## config.mk

```make
export PLATFORM = sky130hd
export DESIGN_NAME = gcd_engine_flat
export DESIGN_NICKNAME = d
export VERILOG_FILES = /design/src/rtl/gcd_pkg.sv /design/src/rtl/gcd_engine_if.sv /design/src/rtl/gcd_datapath.sv /design/src/rtl/gcd_engine.sv /design/src/flat_wrapper.sv
export SDC_FILE = /design/constraint.sdc
export NUM_CORES = 1
export LEC_CHECK = 0
export CELL_PAD_IN_SITES_DETAIL_PLACEMENT = 2
export CELL_PAD_IN_SITES_GLOBAL_PLACEMENT = 2
export CORE_ASPECT_RATIO = 1.75
export CORE_UTILIZATION = 36
export DETAILED_ROUTE_END_ITERATION = 10
export PLACE_DENSITY = 0.93
export SLEW_MARGIN = 20
export SYNTH_ARGS = -nofsm -noshare
export SYNTH_HDL_FRONTEND = slang
export SYNTH_HIERARCHICAL = 1
export SYNTH_SLANG_ARGS = --single-unit
```

## constraint.sdc

```tcl
create_clock -name clk -period 6.8 [get_ports clk]
set_input_delay 2.04 -clock clk [delete_from_list [all_inputs] [get_ports clk]]
set_output_delay 2.04 -clock clk [all_outputs]
set_load 0.02 [all_outputs]
```

## src/rtl/gcd_pkg.sv

```systemverilog
// Shared types and constants for the subtractive-Euclid GCD engine.
package gcd_pkg;

  typedef enum logic [1:0] {
    StIdle = 2'd0,
    StCalc = 2'd1,
    StDone = 2'd2
  } gcd_state_e;

  // Value the result and operand registers hold after reset or abort.
  localparam int unsigned ZeroResult = 0;

endpackage

```

## src/rtl/gcd_engine_if.sv

```systemverilog
// Operand/result handshake bundle for gcd_engine; iter_cnt exists only with GCD_ITER_CNT_EN.
interface gcd_engine_if #(
  parameter int unsigned WIDTH = 8,
  parameter int unsigned CNT_W = 8
);

  logic             abort;
  logic             in_valid;
  logic             in_ready;
  logic [WIDTH-1:0] a_in;
  logic [WIDTH-1:0] b_in;
  logic             out_valid;
  logic             out_ready;
  logic [WIDTH-1:0] result;
  logic             zero_err;
`ifdef GCD_ITER_CNT_EN
  logic [CNT_W-1:0] iter_cnt;
`endif

  modport master (
    output abort, in_valid, a_in, b_in, out_ready,
    input  in_ready, out_valid, result, zero_err
`ifdef GCD_ITER_CNT_EN
    , input iter_cnt
`endif
  );

  modport slave (
    input  abort, in_valid, a_in, b_in, out_ready,
    output in_ready, out_valid, result, zero_err
`ifdef GCD_ITER_CNT_EN
    , output iter_cnt
`endif
  );

endinterface

```

## src/rtl/gcd_datapath.sv

```systemverilog
// Operand registers, magnitude comparator and one shared larger-minus-smaller subtractor.
module gcd_datapath
  import gcd_pkg::*;
#(
  parameter int unsigned WIDTH = 8
) (
  input  logic             clk_i,
  input  logic             rst_ni,
  input  logic             clr_i,
  input  logic             load_i,
  input  logic             sub_a_i,
  input  logic             sub_b_i,
  input  logic [WIDTH-1:0] a_i,
  input  logic [WIDTH-1:0] b_i,
  output logic [WIDTH-1:0] a_o,
  output logic [WIDTH-1:0] b_o,
  output logic             gt_o,
  output logic             eq_o,
  output logic             lt_o
);

  logic [WIDTH-1:0] a_q, a_d;
  logic [WIDTH-1:0] b_q, b_d;
  logic [WIDTH-1:0] minuend, subtrahend, diff;
  logic             gt;

  assign gt = (a_q > b_q);

  // Operands are steered so the single subtractor never underflows.
  assign minuend    = gt ? a_q : b_q;
  assign subtrahend = gt ? b_q : a_q;
  assign diff       = minuend - subtrahend;

  always_comb begin
    a_d = a_q;
    b_d = b_q;
    if (clr_i) begin
      a_d = WIDTH'(ZeroResult);
      b_d = WIDTH'(ZeroResult);
    end else if (load_i) begin
      a_d = a_i;
      b_d = b_i;
    end else if (sub_a_i) begin
      a_d = diff;
    end else if (sub_b_i) begin
      b_d = diff;
    end
  end

  always_ff @(posedge clk_i or negedge rst_ni) begin
    if (!rst_ni) begin
      a_q <= WIDTH'(ZeroResult);
      b_q <= WIDTH'(ZeroResult);
    end else begin
      a_q <= a_d;
      b_q <= b_d;
    end
  end

  assign a_o  = a_q;
  assign b_o  = b_q;
  assign gt_o = gt;
  assign eq_o = (a_q == b_q);
  assign lt_o = (a_q < b_q);

endmodule

```

## src/rtl/gcd_engine.sv

```systemverilog
// Valid/ready GCD engine: FSM, handshakes and (with GCD_ITER_CNT_EN) a saturating iteration counter.
module gcd_engine
  import gcd_pkg::*;
#(
  parameter int unsigned WIDTH = 8,
  parameter int unsigned CNT_W = 8
) (
  input  logic         clk,
  input  logic         rst_n,
  gcd_engine_if.slave  bus
);

  gcd_state_e       state_q;
  logic [WIDTH-1:0] result_q;
  logic             zero_err_q;
  logic             out_valid_q;
`ifdef GCD_ITER_CNT_EN
  logic [CNT_W-1:0] cnt_q;
`endif

  logic             in_ready;
  logic             accept;
  logic             calc;
  logic [WIDTH-1:0] a_val, b_val;
  logic             gt, eq, lt;

  assign in_ready = (state_q == StIdle);
  assign accept   = in_ready && bus.in_valid && !bus.abort;
  assign calc     = (state_q == StCalc) && !bus.abort;

  gcd_datapath #(
    .WIDTH (WIDTH)
  ) u_datapath (
    .clk_i   (clk),
    .rst_ni  (rst_n),
    .clr_i   (bus.abort),
    .load_i  (accept),
    .sub_a_i (calc && gt),
    .sub_b_i (calc && lt),
    .a_i     (bus.a_in),
    .b_i     (bus.b_in),
    .a_o     (a_val),
    .b_o     (b_val),
    .gt_o    (gt),
    .eq_o    (eq),
    .lt_o    (lt)
  );

  always_ff @(posedge clk or negedge rst_n) begin
    if (!rst_n) begin
      state_q     <= StIdle;
      result_q    <= WIDTH'(ZeroResult);
      zero_err_q  <= 1'b0;
      out_valid_q <= 1'b0;
`ifdef GCD_ITER_CNT_EN
      cnt_q       <= '0;
`endif
    end else if (bus.abort) begin
      state_q     <= StIdle;
      result_q    <= WIDTH'(ZeroResult);
      zero_err_q  <= 1'b0;
      out_valid_q <= 1'b0;
`ifdef GCD_ITER_CNT_EN
      cnt_q       <= '0;
`endif
    end else begin
      unique case (state_q)
        StIdle: begin
          if (bus.in_valid) begin
`ifdef GCD_ITER_CNT_EN
            cnt_q <= '0;
`endif
            if (bus.a_in == '0 || bus.b_in == '0) begin
              // A zero operand makes the other one the GCD; no iteration needed.
              result_q    <= bus.a_in | bus.b_in;
              zero_err_q  <= (bus.a_in == '0) && (bus.b_in == '0);
              out_valid_q <= 1'b1;
              state_q     <= StDone;
            end else begin
              state_q <= StCalc;
            end
          end
        end
        StCalc: begin
          if (eq) begin
            result_q    <= a_val;
            zero_err_q  <= 1'b0;
            out_valid_q <= 1'b1;
            state_q     <= StDone;
          end
`ifdef GCD_ITER_CNT_EN
          else if (cnt_q != '1) begin
            cnt_q <= cnt_q + 1'b1;
          end
`endif
        end
        StDone: begin
          if (bus.out_ready) begin
            out_valid_q <= 1'b0;
            state_q     <= StIdle;
          end
        end
        default: state_q <= StIdle;
      endcase
    end
  end

  assign bus.in_ready  = in_ready;
  assign bus.out_valid = out_valid_q;
  assign bus.result    = result_q;
  assign bus.zero_err  = zero_err_q;
`ifdef GCD_ITER_CNT_EN
  assign bus.iter_cnt  = cnt_q;
`endif

  // b_val only feeds the comparator inside the datapath; keep it observable for debug.
  logic unused_b;
  assign unused_b = ^b_val;

endmodule
```

## src/flat_wrapper.sv

```systemverilog
// flat-port wrapper written by rule: the top's interface ports become plain ports
module gcd_engine_flat import gcd_pkg::*;
#(
  parameter int unsigned WIDTH = 8,
  parameter int unsigned CNT_W = 8
)
  (clk, rst_n, bus_abort, bus_in_valid, bus_a_in, bus_b_in, bus_out_ready, bus_in_ready, bus_out_valid, bus_result, bus_zero_err);
  gcd_engine_if #(.WIDTH(WIDTH), .CNT_W(CNT_W)) bus_i ();
  input  logic clk;
  input  logic rst_n;
  input wire logic [$bits(bus_i.abort)-1:0] bus_abort;
  input wire logic [$bits(bus_i.in_valid)-1:0] bus_in_valid;
  input wire logic [$bits(bus_i.a_in)-1:0] bus_a_in;
  input wire logic [$bits(bus_i.b_in)-1:0] bus_b_in;
  input wire logic [$bits(bus_i.out_ready)-1:0] bus_out_ready;
  output wire logic [$bits(bus_i.in_ready)-1:0] bus_in_ready;
  output wire logic [$bits(bus_i.out_valid)-1:0] bus_out_valid;
  output wire logic [$bits(bus_i.result)-1:0] bus_result;
  output wire logic [$bits(bus_i.zero_err)-1:0] bus_zero_err;
  assign bus_i.abort = bus_abort;
  assign bus_i.in_valid = bus_in_valid;
  assign bus_i.a_in = bus_a_in;
  assign bus_i.b_in = bus_b_in;
  assign bus_i.out_ready = bus_out_ready;
  assign bus_in_ready = bus_i.in_ready;
  assign bus_out_valid = bus_i.out_valid;
  assign bus_result = bus_i.result;
  assign bus_zero_err = bus_i.zero_err;
  gcd_engine #(.WIDTH(WIDTH), .CNT_W(CNT_W)) u_core (.clk(clk), .rst_n(rst_n), .bus(bus_i));
endmodule
```

* Word level (Yosys, flattened, before mapping)
Index checks and enable logic that the tools add are counted.
Cells by class: equality and inequality tests 8, shift operators 0, add/sub/neg operators 1, mux-type cells 31, bitwise operators 1, multiply operators 0, magnitude comparators 2, reductions and logical operators 19, divide/modulo/power cells 0
Operator list (number):
- 2-to-1 mux 8 bit | 13
- logical NOT 8 bit | 2
- case mux 8 bit (2 select lines) | 1
- 2-to-1 mux 2 bit | 5
- 2-to-1 mux 1 bit | 9
- inequality test 3 bit, second input constant | 3
- nonzero test 3 bit | 3
- == test 8 bit | 1
- > comparator 8 bit | 1
- less-than comparator 8 bit | 1
- bitwise OR 8 bit | 1
- subtractor 8 bit | 1
- logical AND 1 bit | 6
- inequality test 3 x 2 -> 1 bit, second input constant | 2
- case mux 2 bit (3 select lines) | 1
- AND reduction 5 bit | 1
- AND reduction 4 bit | 1
- nonzero test 4 bit | 1
- case mux 1 bit (3 select lines) | 1
- AND reduction 3 bit | 1
- == test 2 x 1 -> 1 bit, second input constant | 1
- == test 2 bit, second input constant | 1
- logical NOT 2 bit | 1
- case mux 1 bit (2 select lines) | 1
- other kinds (3) | 3
Word-level totals: bits in latches 0, register bits 28, memory bits (read-only) 0, RAM bits 0, word-level logic and storage cells 68, output and inout bits 11, input bits 21, memories 0

* Depth between registers and ports, before layout
depth in word-level cells 7, gate-level depth with buffers 14, gate-level depth less buffers 13

* Cells and area by module
The synthesis kept the hierarchy.
Modules (own cells, without submodules):
- gcd_datapath | area each 1510.2 sq um, cells an instance 176, seq. area each 400.4 sq um, times used 1
- gcd_engine | area each 810.8 sq um, cells an instance 89, seq. area each 300.3 sq um, times used 1

* Least setup slack after synthesis
No wires, ideal clock.
kind input to register, start in bus_abort, end reg u_core.u_datapath.b_q[7], in the netlist u_core/u_datapath/b_o[7], data arrival time 3514 ps, setup time 77 ps, setup slack 3209 ps, required time 6723 ps, cell stages on the path 8, buffers on the path 2, path through inv_1 > and3_1 > clkbuf_1 > inv_1 > a211oi_1 > clkbuf_1 > a22oi_1 > o21ai_1
On the way: cells in the longest elaborated chain, start to end 5, elaborated cells on any way between the ends 10, those cells by class 1 x eq/ne; 2 x mux; 7 x reduce/logical
Ends and longest elaborated chain:
- start: declaration | RTL line flat_wrapper.sv:11 | input wire logic [$bits(bus_i.abort)-1:0] bus_abort;
- logical NOT 1 bit | RTL line gcd_engine.sv:28, gcd_engine.sv:29
- logical AND 1 bit | RTL line gcd_engine.sv:29 | assign calc = (state_q == StCalc) && !bus.abort;
- logical AND 1 bit, on equally long branches | RTL line gcd_engine.sv:38, gcd_engine.sv:39
- inequality test 3 x 2 -> 1 bit (no source line) / nonzero test 3 bit (equally long branches)
- AND reduction 2 bit (no source line)
- end signal: assignment | RTL line gcd_datapath.sv:53 | b_q <= WIDTH'(ZeroResult);
- end: declaration | RTL line gcd_datapath.sv:23 | logic [WIDTH-1:0] b_q, b_d;
Parallel ways exist; a longest one is shown, timed or not. A chain may end at the register's enable or synchronous reset.

* Worst setup path after layout
start in bus_abort, end reg u_core.u_datapath.b_q[6], in the netlist u_core/u_datapath/b_o[6]
On the way: elaborated cells on any way between the ends 10, those cells by class 1 x eq/ne; 2 x mux; 7 x reduce/logical
RTL lines:
- logical NOT 1 bit (*) | RTL line gcd_engine.sv:28 | assign accept = in_ready && bus.in_valid && !bus.abort;
- logical AND 1 bit (*) | RTL line gcd_engine.sv:28
- net u_core.accept | RTL line gcd_engine.sv:22 | logic accept;
- inequality test 3 x 2 -> 1 bit (no source line) (tied with other cells)
- AND reduction 2 bit (no source line) / 2-to-1 mux 8 bit (equally long branches)
The timed path passes the listed nets; every way through them passes the cells marked *.

==> impl_metrics.tcl <==
set metrics [dict create \
    grt_pass1_vias 2518 \
    synth_cell_types 59 \
    wl_per_cell_um 22.3 \
    htree_num_levels 1 \
    io_buffers 31 \
    cts-resized-gates 0 \
    die-area_um2 6780 \
    p_comb_share_pct 72.5 \
    worstSetupPathType "input pin to flop" \
    grt.overflow.total 0 \
    rows 38 \
    num_antenna_cells 0 \
    drt_iter0_markers 48 \
    synth_seq_area_share_pct 30.2 \
    syn2layout_area_growth_pct 17.8 \
    avgSynthCellArea_um2 8.76 \
    p_sw_share_pct 50.9 \
    pwr-share-seq_pct 19.9 \
    gp_congestion 0.817 \
    relSlewSlack_pct 32.9 \
    cts_tree "yes" \
    fin_nets 323 \
    timing.hold.ws_ps 523 \
    final_util_pct 43.9 \
    synth_flop_cell "dfrtp_1" \
    synth_fp_nets 298 \
    synth_edf_count 0 \
    synth_area_leaders "dfrtp_1, ha_1, mux2_2" \
    worstPathArrival_ps 4780 \
    drive_gt1_share_pct 12.1 \
    seq_area_um2 701 \
    hp-class "flop to flop" \
    io_pins 32 \
    post_cts_buffers 0 \
    crit_fanout 29 \
    globalRouteTotalUtil_pct 26.0 \
    hold_viol 0 \
    ys_seq_elements 28 \
    startpoint "bus_abort" \
    yosysTopAreaCell "dfrtp_1" \
    n_fill_cell 684 \
    status "finished clean" \
    synthTopCellsByCount "dfrtp_1, nand2_1, nor2_1, inv_1, nor3_1" \
    ir_drop_v 0.000260 \
    endpoint_kind "flop" \
    reg2reg_from "u_core/u_datapath/a_o[5]" \
    syn_inst 265 \
    tightest_slew_ps 1010 \
    wl_um 8240 \
    hpwl_um 6570 \
    max_freq_mhz 219 \
    ant_nets 0 \
    rsz0062_at_grt "no" \
    clkSinkCount 28 \
    clockBufferDepth 2 \
    cts_buffers 3 \
    cts-root-buf "clkbuf_8" \
    dr.pass1.iters 4 \
    grt_pass1_wl_um 13200 \
    die_w_um 62.7 \
    grt_max_degree 30 \
    vias_per_cell 5.92 \
    cts.clk_slew.worst_paths_ps 100 \
    min_from "u_core/bus.result[0]" \
    setup_viol 0 \
    drv_slew 0 \
    initial_utilization_pct 37.3 \
    antenna_found_initial 0 \
    synth_top_cell_area_share_pct 30.2 \
    core_um2 6230 \
    multiInputGateArea_um2 1470 \
    intPower_w 0.000690 \
    synthArstFlopShare_pct 100 \
    min_period_ps 4570 \
    syn_area_um2 2320 \
    postCtsHoldBufs 0 \
    cp.required_ps 7020 \
    clock_latency_ps 290 \
    power_leakage_nw 1.09 \
    cap_violations 0 \
    yosys_warnings 6 \
    report.power.total_w 0.00141 \
    power_switching_w 0.000716 \
    setup.worst_path.start_class "input pin" \
    synth.most_common_cell "dfrtp_1" \
    clockPowerShare_pct 7.6 \
    num_vias 2186 \
    drcViolationCount 0 \
    finalClockSkew_ps 3.10 \
    fin_setup_tns_ps 0 \
    die_y_um 108 \
    powerDensity_nw_per_um2 514 \
    min_period_over_period_pct 67.2 \
]
## metal layers
| metal | vias to the layer above | GRT usage (%) | routed length, um |
|---|---|---|---|
| met1 | 1101 | 26.0 | 3020 |
| met5 | - | 0 | 0 |
| met2 | 52 | 50.7 | 4650 |
| met4 | 0 | 15.8 | 391 |
| li1 | 1006 | - | - |
| met3 | 27 | 2.22 | 187 |
## power by group through the flow
stage                     clock (W)  combinational, W  sequential (W)
after floorplan                   0          0.000713        0.000294
after global placement            0          0.000954        0.000274
after detailed placement          0           0.00101        0.000283
after CTS                  0.000110           0.00102        0.000281
after global routing       0.000112           0.00110        0.000289
final                      0.000107           0.00102        0.000280
## critical path, stage by stage
cell             delay [ps]
clkdlybuf4s50_1         390
buf_4                   230
nor2b_1                 350
and2_1                  860
a211oi_1                 90
buf_4                   240
or3_1                   390
o21ai_1                 170
## sequential cells by signal (all words and copies together), names as in the netlist
| name | cells |
|---|---|
| u_core/bus.result | 8 |
| u_core/u_datapath/a_o | 8 |
| u_core/u_datapath/b_o | 8 |
| u_core/state_q | 2 |
| u_core/bus.out_valid | 1 |
| u_core/bus.zero_err | 1 |
## worst paths after layout
kind                                       endpoint  slack, ps  depth (start not counted)
max in group asynchronous  u_core/u_datapath/a_o[2]       4380                          2
min reg2reg                    u_core/bus.result[0]        520                          1
min                            u_core/bus.result[0]        520                          1
max                        u_core/u_datapath/b_o[6]       2230                          8
max reg2reg                u_core/u_datapath/b_o[3]       3130                         12
min in group asynchronous         u_core/state_q[0]       2140                          2
## stage by stage
stage,area [um^2],setup slack [ps],instances
floorplan,2320,3210,265
global placement,2680,2190,365
detailed placement,2680,1990,365
CTS,2740,2260,369
global route,2740,2050,369
finish,2740,2230,369
## placed cells by master, fill, tap and decap left out, drive strengths merged, types with 3 or more instances in the layout
master	n
a211oi	4
a21oi	13
a22oi	5
a31oi	4
and2	3
buf	3
clkbuf	4
clkdlybuf4s50	31
dfrtp	28
ha	12
inv	20
mux2	10
mux2i	11
nand2	20
nand2b	3
nand4	7
nor2	20
nor2b	16
nor3	20
nor4	5
o21ai	10
o22ai	5
o31ai	3
xnor2	5
## layout make-up
| cell class | count | share of cell area, % |
|---|---|---|
| Multi-Input combinational cell | 203 | 53.7 |
| Tap cell | 80 | 3.66 |
| Sequential cell | 28 | 25.6 |
| Timing Repair Buffer | 34 | 12.2 |
| Clock buffer | 4 | 2.01 |
| Inverter | 20 | 2.84 |
## logic make-up after synthesis
family / after synthesis / synth area share, %
flops: 28 / 30.2
compound gates: 58 / 20.4
mux: 21 / 10.1
fa+ha+maj: 12 / 6.47
buf+inv: 34 / 6.52
xor+xnor: 5 / 1.89
simple gates: 107 / 24.4
(Power assumes the default switching activity.)
